`src/rtl/compositor_pkg.sv`:
```
// Shared types and default constants for the lane compositor.
package compositor_pkg;

  typedef struct packed {
    logic [7:0] r;
    logic [7:0] g;
    logic [7:0] b;
  } rgb_t;

  localparam int unsigned SCREEN_W = 640;
  localparam int unsigned SCREEN_H = 480;

  localparam int unsigned DEF_NUM_LANES     = 4;
  localparam int unsigned DEF_OBJS_PER_LANE = 4;
  localparam int unsigned DEF_COORD_W       = 11;
  localparam int unsigned DEF_OBJ_W         = 80;
  localparam int unsigned DEF_OBJ_H         = 40;
  localparam int unsigned DEF_WRAP_X        = 680;
  localparam int unsigned DEF_FLASH_FRAMES  = 30;

  localparam rgb_t FLASH_RGB = '{r: 8'hFF, g: 8'h00, b: 8'h00};

endpackage

```
`src/rtl/lane_compositor_if.sv`:
```
// Pixel/object bus of the lane compositor. The master drives the scene and pixel
// stream; the slave (compositor) returns the composited pixel.
interface lane_compositor_if
  import compositor_pkg::*;
#(
  parameter int unsigned NUM_LANES     = DEF_NUM_LANES,
  parameter int unsigned OBJS_PER_LANE = DEF_OBJS_PER_LANE,
  parameter int unsigned COORD_W       = DEF_COORD_W
);
  logic                                                 frame_start;
  logic                                                 pix_valid;
  logic [COORD_W-1:0]                                   DrawX;
  logic [COORD_W-1:0]                                   DrawY;
  logic [NUM_LANES-1:0][OBJS_PER_LANE-1:0][COORD_W-1:0] obj_x;
  logic [NUM_LANES-1:0][OBJS_PER_LANE-1:0][COORD_W-1:0] obj_y;
  logic [NUM_LANES-1:0][2:0]                            lane_count;
  rgb_t [NUM_LANES-1:0]                                 lane_rgb;
  rgb_t                                                 bg_rgb;
  logic [NUM_LANES-1:0]                                 collision;
  logic                                                 out_valid;
  logic [7:0]                                           Red;
  logic [7:0]                                           Green;
  logic [7:0]                                           Blue;
  logic [NUM_LANES-1:0]                                 hit_lane;

  modport master (
    output frame_start, pix_valid, DrawX, DrawY, obj_x, obj_y, lane_count, lane_rgb, bg_rgb,
           collision,
    input  out_valid, Red, Green, Blue, hit_lane
  );

  modport slave (
    input  frame_start, pix_valid, DrawX, DrawY, obj_x, obj_y, lane_count, lane_rgb, bg_rgb,
           collision,
    output out_valid, Red, Green, Blue, hit_lane
  );
endinterface

```
`src/rtl/lane_hit.sv`:
```
// Combinational hit test of one lane: OR of all active slot rectangle hits.
// Objects at or beyond WRAP_X have wrapped around the coordinate space, so only
// their (modulo) right edge is tested against DrawX.
module lane_hit
  import compositor_pkg::*;
#(
  parameter int unsigned OBJS_PER_LANE = DEF_OBJS_PER_LANE,
  parameter int unsigned COORD_W       = DEF_COORD_W,
  parameter int unsigned OBJ_W         = DEF_OBJ_W,
  parameter int unsigned OBJ_H         = DEF_OBJ_H,
  parameter int unsigned WRAP_X        = DEF_WRAP_X
) (
  input  logic [OBJS_PER_LANE-1:0][COORD_W-1:0] i_obj_x,
  input  logic [OBJS_PER_LANE-1:0][COORD_W-1:0] i_obj_y,
  input  logic [2:0]                            i_count,
  input  logic [COORD_W-1:0]                    i_draw_x,
  input  logic [COORD_W-1:0]                    i_draw_y,
  output logic                                  o_hit
);
  localparam int unsigned XW = COORD_W + 1;

  logic [OBJS_PER_LANE-1:0] w_slot_hit;

  for (genvar k = 0; k < OBJS_PER_LANE; k++) begin : g_slot
    logic [XW-1:0] w_x_end;
    logic [XW-1:0] w_y_end;
    logic          w_wrap;
    logic          w_x_in;
    logic          w_y_in;
    logic          w_active;

    // Extents computed one bit wider so the right/bottom edge never overflows.
    assign w_x_end  = {1'b0, i_obj_x[k]} + XW'(OBJ_W);
    assign w_y_end  = {1'b0, i_obj_y[k]} + XW'(OBJ_H);
    assign w_wrap   = ({1'b0, i_obj_x[k]} >= XW'(WRAP_X));
    assign w_x_in   = w_wrap ? (i_draw_x <= w_x_end[COORD_W-1:0])
                             : ((i_draw_x >= i_obj_x[k]) && ({1'b0, i_draw_x} <= w_x_end));
    assign w_y_in   = (i_draw_y >= i_obj_y[k]) && ({1'b0, i_draw_y} <= w_y_end);
    assign w_active = (32'(i_count) > k);
    assign w_slot_hit[k] = w_active && w_x_in && w_y_in;
  end

  assign o_hit = |w_slot_hit;

endmodule

```
`src/rtl/lane_compositor.sv`:
```
// Two-stage sprite-lane compositor: stage 1 registers per-lane hits, stage 2
// registers the priority-selected colour (lowest lane wins, else background).
// Optional collision flash (red background) is built only when the macro
// LANE_COMPOSITOR_FLASH_EN is defined.
module lane_compositor
  import compositor_pkg::*;
#(
  parameter int unsigned NUM_LANES     = DEF_NUM_LANES,
  parameter int unsigned OBJS_PER_LANE = DEF_OBJS_PER_LANE,
  parameter int unsigned COORD_W       = DEF_COORD_W,
  parameter int unsigned OBJ_W         = DEF_OBJ_W,
  parameter int unsigned OBJ_H         = DEF_OBJ_H,
  parameter int unsigned WRAP_X        = DEF_WRAP_X,
  parameter int unsigned FLASH_FRAMES  = DEF_FLASH_FRAMES
) (
  input logic              Clk,
  input logic              Reset,
  lane_compositor_if.slave io_bus
);
  localparam int unsigned CNT_W = $clog2(FLASH_FRAMES + 1);

  logic [NUM_LANES-1:0] w_lane_hit;
  logic [NUM_LANES-1:0] r_hit1;
  logic                 r_valid1;
  rgb_t                 r_bg1;
  logic                 w_flash_active;
  rgb_t                 w_sel_rgb;
  logic [NUM_LANES-1:0] w_sel_onehot;
  logic                 r_valid2;
  rgb_t                 r_rgb2;
  logic [NUM_LANES-1:0] r_hit2;

  for (genvar l = 0; l < NUM_LANES; l++) begin : g_lane
    lane_hit #(
      .OBJS_PER_LANE (OBJS_PER_LANE),
      .COORD_W       (COORD_W),
      .OBJ_W         (OBJ_W),
      .OBJ_H         (OBJ_H),
      .WRAP_X        (WRAP_X)
    ) u_lane_hit (
      .i_obj_x  (io_bus.obj_x[l]),
      .i_obj_y  (io_bus.obj_y[l]),
      .i_count  (io_bus.lane_count[l]),
      .i_draw_x (io_bus.DrawX),
      .i_draw_y (io_bus.DrawY),
      .o_hit    (w_lane_hit[l])
    );
  end

  // Stage 1: capture lane hits with the pixel qualifier and background colour.
  always_ff @(posedge Clk or posedge Reset) begin
    if (Reset) begin
      r_hit1   <= '0;
      r_valid1 <= 1'b0;
      r_bg1    <= '0;
    end else begin
      r_hit1   <= w_lane_hit;
      r_valid1 <= io_bus.pix_valid;
      r_bg1    <= io_bus.bg_rgb;
    end
  end

  // Priority select: scan from the top so the lowest hitting lane wins.
  always_comb begin
    w_sel_onehot = '0;
    w_sel_rgb    = w_flash_active ? FLASH_RGB : r_bg1;
    for (int l = NUM_LANES - 1; l >= 0; l--) begin
      if (r_hit1[l]) begin
        w_sel_onehot    = '0;
        w_sel_onehot[l] = 1'b1;
        w_sel_rgb       = io_bus.lane_rgb[l];
      end
    end
  end

  // Stage 2: register the composited pixel and its qualifier.
  always_ff @(posedge Clk or posedge Reset) begin
    if (Reset) begin
      r_valid2 <= 1'b0;
      r_rgb2   <= '0;
      r_hit2   <= '0;
    end else begin
      r_valid2 <= r_valid1;
      r_rgb2   <= w_sel_rgb;
      r_hit2   <= w_sel_onehot;
    end
  end

`ifdef LANE_COMPOSITOR_FLASH_EN
  logic [CNT_W-1:0] r_flash_cnt;

  // Flash counter: collision reloads (and beats frame_start); frames count down to 0.
  always_ff @(posedge Clk or posedge Reset) begin
    if (Reset) begin
      r_flash_cnt <= '0;
    end else if (|io_bus.collision) begin
      r_flash_cnt <= CNT_W'(FLASH_FRAMES);
    end else if (io_bus.frame_start && (r_flash_cnt != '0)) begin
      r_flash_cnt <= r_flash_cnt - 1'b1;
    end
  end

  assign w_flash_active = (r_flash_cnt != '0);
`else
  logic w_unused_flash;
  assign w_unused_flash = ^{io_bus.collision, io_bus.frame_start, CNT_W};
  assign w_flash_active = 1'b0;
`endif

  assign io_bus.out_valid = r_valid2;
  assign io_bus.Red       = r_rgb2.r;
  assign io_bus.Green     = r_rgb2.g;
  assign io_bus.Blue      = r_rgb2.b;
  assign io_bus.hit_lane  = r_hit2;

endmodule

```
`src/flat_wrapper.sv`:
```
// flat-port wrapper written by rule: the top's interface ports become plain ports
module lane_compositor_flat import compositor_pkg::*;
#(
  parameter int unsigned NUM_LANES     = DEF_NUM_LANES,
  parameter int unsigned OBJS_PER_LANE = DEF_OBJS_PER_LANE,
  parameter int unsigned COORD_W       = DEF_COORD_W,
  parameter int unsigned OBJ_W         = DEF_OBJ_W,
  parameter int unsigned OBJ_H         = DEF_OBJ_H,
  parameter int unsigned WRAP_X        = DEF_WRAP_X,
  parameter int unsigned FLASH_FRAMES  = DEF_FLASH_FRAMES
)
  (Clk, Reset, io_bus_frame_start, io_bus_pix_valid, io_bus_DrawX, io_bus_DrawY, io_bus_obj_x, io_bus_obj_y, io_bus_lane_count, io_bus_lane_rgb, io_bus_bg_rgb, io_bus_collision, io_bus_out_valid, io_bus_Red, io_bus_Green, io_bus_Blue, io_bus_hit_lane);
  lane_compositor_if #(.NUM_LANES(NUM_LANES), .OBJS_PER_LANE(OBJS_PER_LANE), .COORD_W(COORD_W)) io_bus_i ();
  input logic Clk;
  input logic Reset;
  input wire logic [$bits(io_bus_i.frame_start)-1:0] io_bus_frame_start;
  input wire logic [$bits(io_bus_i.pix_valid)-1:0] io_bus_pix_valid;
  input wire logic [$bits(io_bus_i.DrawX)-1:0] io_bus_DrawX;
  input wire logic [$bits(io_bus_i.DrawY)-1:0] io_bus_DrawY;
  input wire logic [$bits(io_bus_i.obj_x)-1:0] io_bus_obj_x;
  input wire logic [$bits(io_bus_i.obj_y)-1:0] io_bus_obj_y;
  input wire logic [$bits(io_bus_i.lane_count)-1:0] io_bus_lane_count;
  input wire logic [$bits(io_bus_i.lane_rgb)-1:0] io_bus_lane_rgb;
  input wire logic [$bits(io_bus_i.bg_rgb)-1:0] io_bus_bg_rgb;
  input wire logic [$bits(io_bus_i.collision)-1:0] io_bus_collision;
  output wire logic [$bits(io_bus_i.out_valid)-1:0] io_bus_out_valid;
  output wire logic [$bits(io_bus_i.Red)-1:0] io_bus_Red;
  output wire logic [$bits(io_bus_i.Green)-1:0] io_bus_Green;
  output wire logic [$bits(io_bus_i.Blue)-1:0] io_bus_Blue;
  output wire logic [$bits(io_bus_i.hit_lane)-1:0] io_bus_hit_lane;
  assign io_bus_i.frame_start = io_bus_frame_start;
  assign io_bus_i.pix_valid = io_bus_pix_valid;
  assign io_bus_i.DrawX = io_bus_DrawX;
  assign io_bus_i.DrawY = io_bus_DrawY;
  assign io_bus_i.obj_x = io_bus_obj_x;
  assign io_bus_i.obj_y = io_bus_obj_y;
  assign io_bus_i.lane_count = io_bus_lane_count;
  assign io_bus_i.lane_rgb = io_bus_lane_rgb;
  assign io_bus_i.bg_rgb = io_bus_bg_rgb;
  assign io_bus_i.collision = io_bus_collision;
  assign io_bus_out_valid = io_bus_i.out_valid;
  assign io_bus_Red = io_bus_i.Red;
  assign io_bus_Green = io_bus_i.Green;
  assign io_bus_Blue = io_bus_i.Blue;
  assign io_bus_hit_lane = io_bus_i.hit_lane;
  lane_compositor #(.NUM_LANES(NUM_LANES), .OBJS_PER_LANE(OBJS_PER_LANE), .COORD_W(COORD_W), .OBJ_W(OBJ_W), .OBJ_H(OBJ_H), .WRAP_X(WRAP_X), .FLASH_FRAMES(FLASH_FRAMES)) u_core (.Clk(Clk), .Reset(Reset), .io_bus(io_bus_i));
endmodule
```
`config.mk`:
```
export PLATFORM = sky130hd
export DESIGN_NAME = lane_compositor_flat
export DESIGN_NICKNAME = d
export VERILOG_FILES = /design/src/rtl/compositor_pkg.sv /design/src/rtl/lane_compositor_if.sv /design/src/rtl/lane_hit.sv /design/src/rtl/lane_compositor.sv /design/src/flat_wrapper.sv
export SDC_FILE = /design/constraint.sdc
export NUM_CORES = 1
export LEC_CHECK = 0
export ABC_CLOCK_PERIOD_IN_PS = 2200
export CAP_MARGIN = 40
export CORE_ASPECT_RATIO = 1.25
export CORE_MARGIN = 5
export CORE_UTILIZATION = 30
export CTS_CLUSTER_DIAMETER = 40
export DETAILED_ROUTE_END_ITERATION = 8
export RECOVER_POWER = 100
export SYNTH_ARGS = -nofsm -noshare
export SYNTH_HDL_FRONTEND = slang
export SYNTH_SLANG_ARGS = --single-unit
export TNS_END_PERCENT = 10
```
`constraint.sdc`:
```
create_clock -name Clk -period 2.2 [get_ports Clk]
set_input_delay 0.55 -clock Clk [delete_from_list [all_inputs] [get_ports Clk]]
set_output_delay 0.55 -clock Clk [all_outputs]
set_load 0.005 [all_outputs]
```
==> impl_metrics.json <==
{
  "root_buffer": "sky130_fd_sc_hd__clkbuf_16",
  "worstHoldEndpoint": "u_core.io_bus.out_valid",
  "buffer_ports.inserted": 537,
  "period_share_pct": 120,
  "worst_hold_slack_ns": 0.349,
  "final-hold-violation-count": 0,
  "grt_pass1_wl_mm": 133,
  "detailed_place_hpwl_mm": 75.9,
  "min-delay-start": "u_core.r_valid1",
  "num-nets-final": 4977,
  "largest_net_degree_at_the_start_of_global_routing": 59,
  "max-vdd-ir-drop_v": 0.000386,
  "rows": 107,
  "crit_arrival_ns": 2.92,
  "drv_cap": 0,
  "fin_ws_ns": -0.442,
  "synth_cell_types": 72,
  "drc_violations_left": 0,
  "worstSetupPathType": "in2reg",
  "power.leakage_nw": 16.6,
  "cts_htree_levels": 3,
  "synth_edf_count": 0,
  "viasPerCell": 5.12,
  "synth_area_mm2": 0.0205,
  "endpoint_kind": "register",
  "drt-total-wl_mm": 88.4,
  "min_path_cells": 0,
  "place_area_mm2": 0.0321,
  "finalInstanceArea_mm2": 0.0336,
  "synth_top_cell_by_area": "sky130_fd_sc_hd__ha_1",
  "synth_sequential_area_ratio_pct": 7.08,
  "cts-buffers-inserted": 9,
  "crit_required_ns": 2.48,
  "regToRegEndpoint": "u_core.io_bus.Red[7]",
  "flow.area_growth_from_synthesis_pct": 63.8,
  "globalplace.congestion": 0.933,
  "async_sr_flop_fraction_pct": 100,
  "mappedNetlistNets": 3790,
  "yosys_most_used_dff": "sky130_fd_sc_hd__dfrtp_1",
  "routedWlPerCell_um": 18.8,
  "dpl_worst_slack_ns": -1.62,
  "grtUsageTotal_pct": 22.7,
  "cts_num_sinks": 58,
  "worst_slew_margin_rel_pct": 22.2,
  "synthesis.area_per_instance_um2": 7.77,
  "detailedRoute.firstIterationViolations": 870,
  "finalNonFillerCells": 4711,
  "grt-ovfl-total": 0,
  "post_synth_main_area_contributors": "sky130_fd_sc_hd__ha_1 39%, sky130_fd_sc_hd__dfrtp_1 7.1%, sky130_fd_sc_hd__inv_1 6.7%",
  "f_max_mhz": 378,
  "yosys_warnings": 0,
  "rrSetupSlack_ns": 0.33,
  "timing_worst_slew_pin_value_ns": 1.17,
  "totalNegativeSetupSlack_ns": -1.62,
  "worst_min_path_class": "reg2reg",
  "final.setup_skew_ns": 0.0311,
  "die_area_mm2": 0.0736,
  "fin_total_pwr_mw": 10.7,
  "final_max_slew_viol_count": 0,
  "io-pin-count": 543,
  "r2r_start": "u_core.r_hit1[3]",
  "first_pass_iters": 5,
  "total_power_divided_by_cell_area_mw_per_mm2": 320,
  "grt_setup_unrepaired": "true",
  "finalSetupViolCount": 4,
  "core_area_mm2": 0.0679,
  "cts.path.max_buffers": 2,
  "insertion_delay_ns": 0.36,
  "layout.core_utilization_pct": 49.4,
  "postSynthCellCount": 2636,
  "start_util_pct": 30.2,
  "rr_worst_depth": 7,
  "synth.ff_latch_count": 58,
  "violations": "setup timing",
  "first_global_vias": 24502,
  "die_height_um": 302,
  "die_x_um": 244,
  "cts_tree": "yes",
  "critPathLaunchType": "input port",
  "via_count": 24143,
  "status": "complete, but fails checks",
  "detail-route-antenna-nets": 0,
  "critical_path.max_fanout": 3,
  "post_route_cells_drive_above_1_share_pct": 24.3,
  "cts.reportedPaths.clkPinSlew_ns": 0.07,
  "antenna_found_initial": 12,
  "finalCriticalPeriod_ns": 2.64,
  "synth_largest_type_area_fraction_pct": 39.1,
  "dp.cells": 4672
}
synth_stat cells (42+ instances only):
library cell	count
sky130_fd_sc_hd__o2111ai_1	42
sky130_fd_sc_hd__xnor2_1	144
sky130_fd_sc_hd__nor2_1	125
sky130_fd_sc_hd__nand2_1	97
sky130_fd_sc_hd__nor3_1	72
sky130_fd_sc_hd__ha_1	640
sky130_fd_sc_hd__o21ai_0	124
sky130_fd_sc_hd__a21o_1	56
sky130_fd_sc_hd__dfrtp_1	58
sky130_fd_sc_hd__nand3_1	70
sky130_fd_sc_hd__o21ai_1	75
sky130_fd_sc_hd__inv_1	365
sky130_fd_sc_hd__nand4_1	68
sky130_fd_sc_hd__a21oi_1	253
power by group:
part           internal [mW]  switching, mW
Sequential              1.33          0.142
Combinational           4.02           3.78
Clock                  0.876          0.604
Total                   6.22           4.52
layout make-up:
class                      instances  area (um^2)
clock inverter                     7         70.1
sequential                        58         1450
multi-input combinational       2177        18800
antenna                           11         27.5
fill                            6659        34300
inverter                         381         1430
tap                              872         1090
timing repair buffer            1196        10500
clock buffer                       9          225
per-layer routing:
layer	up-vias	global-route usage, %	share of wire (%)	wire length (um)
met5	-	0	0.015	13
met4	2	10.1	5.3	4660
met3	174	3.06	4.8	4230
met2	641	42.6	50	44300
met1	11203	25.5	40	35200
li1	12123	-	-	-
critical path: stages:
cell and delay (ns):
sky130_fd_sc_hd__buf_12 0.11, sky130_fd_sc_hd__ha_4 0.17, sky130_fd_sc_hd__o2111ai_4 0.24, sky130_fd_sc_hd__xnor2_2 0.10, sky130_fd_sc_hd__ha_1 0.31, sky130_fd_sc_hd__nand4_1 0.09
sky130_fd_sc_hd__or4b_1 0.55, sky130_fd_sc_hd__o311ai_2 0.09, sky130_fd_sc_hd__a31oi_1 0.08, sky130_fd_sc_hd__or4b_1 0.52, sky130_fd_sc_hd__nand4_1 0.11
placed cells by master (no fill, tap or decap), types with 39 or more instances in the layout:
cell                                n
sky130_fd_sc_hd__a21o_1            56
sky130_fd_sc_hd__a21oi_1          218
sky130_fd_sc_hd__buf_4            616
sky130_fd_sc_hd__clkdlybuf4s50_1  312
sky130_fd_sc_hd__dfrtp_1           58
sky130_fd_sc_hd__dlygate4sd2_1    101
sky130_fd_sc_hd__dlygate4sd3_1     55
sky130_fd_sc_hd__ha_1             606
sky130_fd_sc_hd__inv_1            356
sky130_fd_sc_hd__nand2_1           96
sky130_fd_sc_hd__nand3_1           65
sky130_fd_sc_hd__nand4_1           68
sky130_fd_sc_hd__nor2_1           121
sky130_fd_sc_hd__nor2b_1           40
sky130_fd_sc_hd__nor3_1            39
sky130_fd_sc_hd__o21ai_0          114
sky130_fd_sc_hd__o21ai_1           78
sky130_fd_sc_hd__xnor2_1          139
worst max-delay path by stage:
stage	startpoint	end
global placement	io_bus_obj_y[59]	u_core.r_hit1[1]
floorplan	io_bus_obj_y[146]	u_core.r_hit1[3]
global route	io_bus_obj_x[39]	u_core.r_hit1[0]
finish	io_bus_obj_y[147]	u_core.r_hit1[3]
detailed placement	io_bus_obj_y[59]	u_core.r_hit1[1]
CTS	io_bus_obj_x[29]	u_core.r_hit1[0]
state kept, by name (all words and copies together) (netlist names):
register,flops
u_core.r_hit1,4
u_core.io_bus.out_valid,1
u_core.io_bus.hit_lane,4
u_core.r_valid1,1
u_core.io_bus.Blue,8
u_core.io_bus.Green,8
u_core.io_bus.Red,8
u_core.r_bg1,24
timing repair:
item | in CTS | in global routing
gates cloned | 1 | 0
setup endpoints to repair | 4 | 4
hold buffers | 0 | 0
setup buffers | 8 | 5
hold endpoints to repair | 0 | 0
pin swaps | 152 | 63
gates resized for setup | 423 | 90
cells by family after synthesis:
| family | synth area share (%) |
|---|---|
| buffers and inverters | 7.36 |
| flip-flops | 7.08 |
| AO/OA/AOI/OAI | 23.9 |
| AND/OR/NAND/NOR | 13.8 |
| adder cells (fa/ha/maj) | 39.1 |
| multiplexers | 1.17 |
| XOR/XNOR | 7.52 |
Power figures use the tool's default switching activity.
